File: src/rtl/sync_pkg.sv
// Shared definitions for the commit synchroniser: FSM encoding and default sizing.
package sync_pkg;

   typedef enum logic [1:0] {
      ST_IDLE  = 2'd0,
      ST_RUN   = 2'd1,
      ST_DRAIN = 2'd2,
      ST_DONE  = 2'd3
   } state_e;

   localparam int DEF_CNT_W     = 8;
   localparam int DEF_MAX_SKEW  = 4;
   localparam int DEF_DRAIN_TMO = 16;

   // Commits are only accounted while the copies are actually executing.
   function automatic logic is_counting(input state_e s);
      return (s == ST_RUN) || (s == ST_DRAIN);
   endfunction

endpackage

File: src/rtl/commit_counter.sv
// Wrapping retirement counter for one pipelined copy.
module commit_counter #(
   parameter int CNT_W = 8
) (
   input  logic             clk,
   input  logic             rst,
   input  logic             en,
   input  logic             inc,
   output logic [CNT_W-1:0] count
);

   logic [CNT_W-1:0] count_q;
   logic [CNT_W-1:0] count_d;

   always_comb begin
      count_d = count_q;
      if (en && inc) begin
         count_d = count_q + 1'b1;
      end
   end

   always_ff @(posedge clk) begin
      if (rst) begin
         count_q <= '0;
      end else begin
         count_q <= count_d;
      end
   end

   assign count = count_q;

endmodule

File: src/rtl/commit_sync_ctrl.sv
// Keeps two pipelined copies and the ISA reference in lock-step: stalls the
// leading copy, paces ISA steps one per cycle and records sync violations.
module commit_sync_ctrl
   import sync_pkg::*;
#(
   parameter int CNT_W     = DEF_CNT_W,
   parameter int MAX_SKEW  = DEF_MAX_SKEW,
   parameter int DRAIN_TMO = DEF_DRAIN_TMO
) (
   input  logic       clk,
   input  logic       rst,
   input  logic       en,
   input  logic       commit1,
   input  logic       commit2,
   input  logic       drain_req,
   output logic       stall1,
   output logic       stall2,
   output logic       isa_step,
   output logic [1:0] state,
   output logic       deviation,
   output logic       done
);

   localparam int DRAIN_W = $clog2(DRAIN_TMO + 1);
   localparam logic [DRAIN_W-1:0] DRAIN_LAST = DRAIN_W'(DRAIN_TMO - 1);
   localparam logic signed [CNT_W:0] MAX_S  = (CNT_W + 1)'(MAX_SKEW);
   localparam logic signed [CNT_W:0] ZERO_S = '0;

   state_e state_q, state_d;
   logic [CNT_W-1:0]   isa_cnt_q, isa_cnt_d;
   logic [DRAIN_W-1:0] drain_cnt_q, drain_cnt_d;
   logic               isa_step_q, isa_step_d;
   logic               deviation_q, deviation_d;

   logic [CNT_W-1:0]   cnt1, cnt2;
   logic [CNT_W-1:0]   diff;
   logic signed [CNT_W:0] skew, neg_skew;
   logic [CNT_W-1:0]   min_cnt, isa_lead;
   logic counting, step_due, aligned, timeout, over_skew;
   logic stall1_c, stall2_c;

   assign counting = is_counting(state_q);

   commit_counter #(.CNT_W(CNT_W)) u_cnt1 (
      .clk   (clk),
      .rst   (rst),
      .en    (counting),
      .inc   (commit1),
      .count (cnt1)
   );

   commit_counter #(.CNT_W(CNT_W)) u_cnt2 (
      .clk   (clk),
      .rst   (rst),
      .en    (counting),
      .inc   (commit2),
      .count (cnt2)
   );

   // Modular difference, sign-extended by one bit so negation never overflows.
   assign diff     = cnt1 - cnt2;
   assign skew     = {diff[CNT_W-1], diff};
   assign neg_skew = -skew;

   assign min_cnt  = diff[CNT_W-1] ? cnt1 : cnt2;
   assign isa_lead = min_cnt - isa_cnt_q;
   assign step_due = (isa_lead != '0) && !isa_lead[CNT_W-1];

   assign aligned   = (cnt1 == cnt2) && (cnt2 == isa_cnt_q);
   assign timeout   = (state_q == ST_DRAIN) && !aligned && (drain_cnt_q == DRAIN_LAST);
   assign over_skew = (skew > MAX_S) || (neg_skew > MAX_S);

   always_comb begin
      stall1_c = 1'b0;
      stall2_c = 1'b0;
      case (state_q)
         ST_RUN: begin
            stall1_c = (skew >= MAX_S);
            stall2_c = (neg_skew >= MAX_S);
         end
         ST_DRAIN: begin
            stall1_c = (skew > ZERO_S);
            stall2_c = (neg_skew > ZERO_S);
         end
         default: ;
      endcase
   end

   always_comb begin
      state_d     = state_q;
      drain_cnt_d = drain_cnt_q;
      isa_step_d  = step_due;
      isa_cnt_d   = isa_cnt_q + CNT_W'(step_due);
      deviation_d = deviation_q | (commit1 & stall1_c) | (commit2 & stall2_c)
                    | over_skew | timeout;
      case (state_q)
         ST_IDLE:  if (en) state_d = ST_RUN;
         ST_RUN:   if (drain_req) state_d = ST_DRAIN;
         ST_DRAIN: begin
            drain_cnt_d = drain_cnt_q + 1'b1;
            if (aligned || timeout) state_d = ST_DONE;
         end
         default: ;
      endcase
   end

   always_ff @(posedge clk) begin
      if (rst) begin
         state_q     <= ST_IDLE;
         isa_cnt_q   <= '0;
         drain_cnt_q <= '0;
         isa_step_q  <= 1'b0;
         deviation_q <= 1'b0;
      end else begin
         state_q     <= state_d;
         isa_cnt_q   <= isa_cnt_d;
         drain_cnt_q <= drain_cnt_d;
         isa_step_q  <= isa_step_d;
         deviation_q <= deviation_d;
      end
   end

   // MAX_SKEW >= 1 keeps the two stall conditions disjoint.
   always_ff @(posedge clk) begin
      if (!rst) begin
         assert (!(stall1_c && stall2_c));
      end
   end

   assign stall1    = stall1_c;
   assign stall2    = stall2_c;
   assign isa_step  = isa_step_q;
   assign state     = state_q;
   assign deviation = deviation_q;
   assign done      = (state_q == ST_DONE);

endmodule

File: config.mk
export PLATFORM = sky130hd
export DESIGN_NAME = commit_sync_ctrl
export DESIGN_NICKNAME = d
export VERILOG_FILES = /design/src/rtl/sync_pkg.sv /design/src/rtl/commit_counter.sv /design/src/rtl/commit_sync_ctrl.sv
export SDC_FILE = /design/constraint.sdc
export NUM_CORES = 1
export LEC_CHECK = 0
export ABC_AREA = 1
export BUFFER_PORTS_ARGS = -buffer_cell sky130_fd_sc_hd__buf_2
export CAP_MARGIN = 20
export CORE_MARGIN = 4
export CORE_UTILIZATION = 40
export CTS_CLUSTER_SIZE = 16
export DETAILED_ROUTE_END_ITERATION = 10
export PLACE_DENSITY_LB_ADDON = 0.12
export SLEW_MARGIN = 40
export SYNTH_ARGS = -nofsm -noshare
export SYNTH_HDL_FRONTEND = slang
export SYNTH_SLANG_ARGS = --single-unit
File: constraint.sdc
create_clock -name clk -period 6.13 [get_ports clk]
set_input_delay 0.3065 -clock clk [delete_from_list [all_inputs] [get_ports clk]]
set_output_delay 0.3065 -clock clk [all_outputs]
set_load 0.05 [all_outputs]
==> flow_results.xml <==
<?xml version="1.0" encoding="UTF-8"?>
<metrics>
  <group name="outcome">
    <metric name="outcome" unit="">finished clean</metric>
  </group>
  <group name="yosys">
    <metric name="synth_top_family_by_area" unit="">simple AND/OR/NAND/NOR gates</metric>
    <metric name="syn_area_per_cell" unit="um2">6.513</metric>
    <metric name="post_synth_net_total" unit="">429</metric>
    <metric name="synth-compound-area-share" unit="%">14.20</metric>
    <metric name="yosys_warnings" unit="">0</metric>
    <metric name="xor_xnor_share_of_the_synthesized_area" unit="%">3.016</metric>
    <metric name="synth_seq_cells" unit="">33</metric>
    <metric name="yosys.area_share.adder" unit="%">14.20</metric>
    <metric name="synth.area.mux_share" unit="%">0</metric>
    <metric name="syn-instance-count" unit="">395</metric>
    <metric name="synth_area" unit="um2">2572</metric>
    <metric name="yosys.area_share.simple" unit="%">32.34</metric>
    <metric name="synth_sequential_area_ratio" unit="%">25.68</metric>
    <metric name="synth_cell_type_count" unit="">31</metric>
  </group>
  <group name="cts">
    <metric name="cts_root_buffer" unit="">clkbuf_8</metric>
    <metric name="post_cts_buffers" unit="">0</metric>
    <metric name="cts_htree_levels" unit="">2</metric>
    <metric name="holdBufCountCts" unit="">0</metric>
    <metric name="cts_resized" unit="">0</metric>
    <metric name="clock_sink_count" unit="">33</metric>
    <metric name="number_of_clock_buffers_inserted_by_tritoncts" unit="">5</metric>
    <metric name="cts_tree" unit="">built</metric>
    <metric name="clockBufferDepth" unit="">2</metric>
    <metric name="clk_pin_slew" unit="ps">80</metric>
    <metric name="clk-insertion-delay-late" unit="ps">290</metric>
  </group>
  <group name="setup_path">
    <metric name="critical-path-slowest-cell" unit="">fa_1</metric>
    <metric name="max_stage_delay" unit="ps">390</metric>
    <metric name="reg2reg_from" unit="">u_cnt2.count[4]</metric>
    <metric name="setup.worst_path.end_class" unit="">register</metric>
    <metric name="crit_arrival" unit="ps">4490</metric>
    <metric name="worst_setup_path_startpoint" unit="">u_cnt2.count[4]</metric>
    <metric name="worstReg2RegEnd" unit="">isa_cnt_q[6]</metric>
    <metric name="r2r_slack" unit="ps">1820</metric>
    <metric name="data_required_critical_path" unit="ps">6310</metric>
    <metric name="timing_worst_setup_path_type" unit="">register to register</metric>
    <metric name="worst-path-max-fanout" unit="">15</metric>
    <metric name="worst-r2r-cell-count" unit="">28</metric>
    <metric name="crit_path_start_kind" unit="">register</metric>
  </group>
  <group name="global_routing">
    <metric name="grt_pass1_vias" unit="">2244</metric>
    <metric name="overflow_left_after_global_routing" unit="">0</metric>
    <metric name="grt_use_total" unit="%">17.55</metric>
    <metric name="grt_first_pass_wirelength" unit="mm">10.49</metric>
    <metric name="grt_start_max_net_pins" unit="">23</metric>
    <metric name="antenna_violations_before_repair" unit="">0</metric>
  </group>
  <group name="run">
    <metric name="drv_cap" unit="">0</metric>
  </group>
  <group name="place">
    <metric name="hpwl" unit="mm">4.875</metric>
    <metric name="port-buffer-count" unit="">12</metric>
    <metric name="placement.setup.worst_slack" unit="ps">1821</metric>
    <metric name="place_congestion" unit="">0.8716</metric>
    <metric name="dpl.cell_count" unit="">476</metric>
  </group>
  <group name="final_layout">
    <metric name="layout-drive-gt1-share" unit="%">8.802</metric>
    <metric name="post-route-util" unit="%">46.24</metric>
    <metric name="num_antenna_cells" unit="">0</metric>
    <metric name="fin_nets" unit="">442</metric>
    <metric name="flow.area_growth_from_synthesis" unit="%">9.582</metric>
    <metric name="n_fill_cell" unit="">646</metric>
    <metric name="fin_cells" unit="">484</metric>
  </group>
  <group name="timing">
    <metric name="finalWorstPathRequiredPeriod" unit="ps">4310</metric>
    <metric name="tns" unit="ps">0</metric>
    <metric name="timing.final.crit_share" unit="%">70.31</metric>
    <metric name="report.final.setup_viol" unit="">0</metric>
    <metric name="finalHoldViolations" unit="">0</metric>
    <metric name="worstMarginPinSlew" unit="ps">646.6</metric>
    <metric name="timing.final.ws_setup" unit="ps">1820</metric>
    <metric name="slew-limit-headroom" unit="%">56.85</metric>
    <metric name="setup_skew" unit="ps">5.717</metric>
    <metric name="rsz0062_at_grt" unit="">no</metric>
    <metric name="clock.fmax" unit="MHz">232.0</metric>
    <metric name="report.final.slew_viol_count" unit="">0</metric>
  </group>
  <group name="hold_path">
    <metric name="timing.hold.worst_path_depth" unit="">2</metric>
    <metric name="hold_start" unit="">rst</metric>
    <metric name="worst_hold_path_type" unit="">input pin to register</metric>
    <metric name="whs_endpoint" unit="">isa_cnt_q[0]</metric>
  </group>
  <group name="die">
    <metric name="num_io_pins" unit="">13</metric>
    <metric name="core_area" unit="um2">6096</metric>
    <metric name="die_w" unit="um">88.20</metric>
    <metric name="start_util" unit="%">42.20</metric>
    <metric name="row_count" unit="">28</metric>
    <metric name="floorplan.die_area" unit="um2">7778</metric>
    <metric name="dieHeight" unit="um">88.20</metric>
  </group>
  <group name="routing">
    <metric name="route.detailed.wl_per_inst" unit="um">12.62</metric>
    <metric name="drt_wl_total" unit="mm">6.106</metric>
    <metric name="top_layer" unit="">met4</metric>
    <metric name="vias_per_cell" unit="">4.979</metric>
    <metric name="dr_wl_met3" unit="um">230</metric>
    <metric name="first_pass_iters" unit="">5</metric>
    <metric name="met2_length" unit="mm">2.711</metric>
    <metric name="wirelength_met1" unit="mm">3.055</metric>
    <metric name="detail_route.iter0.violations" unit="">74</metric>
    <metric name="route.antenna.remaining_nets" unit="">0</metric>
    <metric name="via_count" unit="">2410</metric>
    <metric name="drc" unit="">0</metric>
  </group>
  <group name="pwr">
    <metric name="p_leak" unit="nW">1.323</metric>
    <metric name="peakVddDrop" unit="V">0.0002766</metric>
    <metric name="power_density_of_the_placed_cells" unit="nW/um2">488.5</metric>
  </group>
</metrics>
## final cells by class
| class | count | area (um2) | share of cell area [%] |
|---|---|---|---|
| inverter | 65 | 244.0 | 8.655 |
| sequential | 33 | 660.6 | 23.44 |
| multi-input combinational | 291 | 1640 | 58.19 |
| clock inverter | 2 | 37.54 | 1.332 |
| clock buffer | 6 | 82.58 | 2.929 |
| timing repair buffer | 12 | 60.06 | 2.130 |
| tap | 75 | 93.84 | 3.329 |
## state kept, by name, indices dropped and copies added (netlist names)
name	count
isa_cnt_q	8
u_cnt1.count	8
u_cnt2.count	8
drain_cnt_q	5
state	2
deviation	1
isa_step	1
## per-layer routing
layer	GRT usage [%]	vias up
li1	-	1305
met1	24.62	1058
met2	26.24	38
met3	4.233	9
met4	6.044	0
met5	0	-
## Yosys cell counts (all sizes together)
cell | instances | area share, %
dfxtp | 33 | 26
o21ai | 30 | 5.8
a31oi | 2 | 0.49
or2 | 1 | 0.24
a21oi | 32 | 6.4
nand2 | 96 | 15
ha | 26 | 13
o221ai | 1 | 0.34
nor2 | 37 | 5.8
buf | 2 | 0.49
nor3 | 14 | 2.7
nor4 | 2 | 0.49
inv | 65 | 9.5
a21o | 1 | 0.29
fa | 2 | 1.6
nor3b | 1 | 0.29
xor2 | 6 | 2.3
clkbuf | 4 | 0.58
xnor2 | 2 | 0.68
o21bai | 3 | 0.88
nand3 | 26 | 5.8
nand4 | 9 | 2.2
## power breakdown
| part | leakage [nW] | switching [W] | internal, W | total [W] |
|---|---|---|---|---|
| clock network | 0.0574 | 0.0000883 | 0.000132 | 0.000221 |
| logic | 0.997 | 0.000571 | 0.000297 | 0.000868 |
| registers | 0.268 | 0.0000367 | 0.000252 | 0.000288 |
| total | 1.32 | 0.000696 | 0.000681 | 0.00138 |
## how the worst max path moves through the flow
| stage | end | slack (ps) | cells after the start |
|---|---|---|---|
| after CTS | isa_cnt_q[6] | 1790 | 28 |
| after floorplan | isa_cnt_q[6] | 2300 | 29 |
| final | isa_cnt_q[6] | 1820 | 28 |
| after global placement | isa_cnt_q[6] | 1780 | 28 |
| after detailed placement | isa_cnt_q[6] | 1820 | 28 |
| after global routing | isa_cnt_q[7] | 1330 | 29 |
## stage by stage
step                      cell area [um2]  total power (W)  hold slack, ps
final                                2819         0.001377           359.1
after global routing                 2819         0.001544           362.7
after CTS                            2819         0.001393           352.4
after detailed placement             2699         0.001164           482.0
after global placement               2699         0.001158           488.0
after floorplan                      2572        0.0009865           382.6
## cell families (layout without fill, tap and decap cells)
kind of cell	Yosys count	in the layout
buffers and inverters	71	85
adder cells (fa/ha/maj)	28	28
AO/OA/AOI/OAI	69	69
flip-flops	33	33
AND/OR/NAND/NOR	186	186
XOR/XNOR	8	8
## worst max-delay path: cells and delay by family, from the launching register on
kind | cells | cell delay (ps)
flip-flops | 1 | 360
AO/OA/AOI/OAI | 6 | 940
buffers and inverters | 2 | 170
adder cells (fa/ha/maj) | 5 | 1280
AND/OR/NAND/NOR | 15 | 1430
## cell usage in the layout (no fill, tap or decap), drive strengths merged
cell	n
clkinvlp	1
dfxtp	33
or2	1
o21ai	30
a21oi	32
nand3	26
ha	26
nand2	96
bufinv	1
buf	12
a31oi	2
o21bai	3
nor3b	1
a21o	1
xnor2	2
nor2	37
xor2	6
nand4	9
nor4	2
nor3	14
clkbuf	6
fa	2
o221ai	1
inv	65
Note: power is estimated with default switching activity, not from simulation.
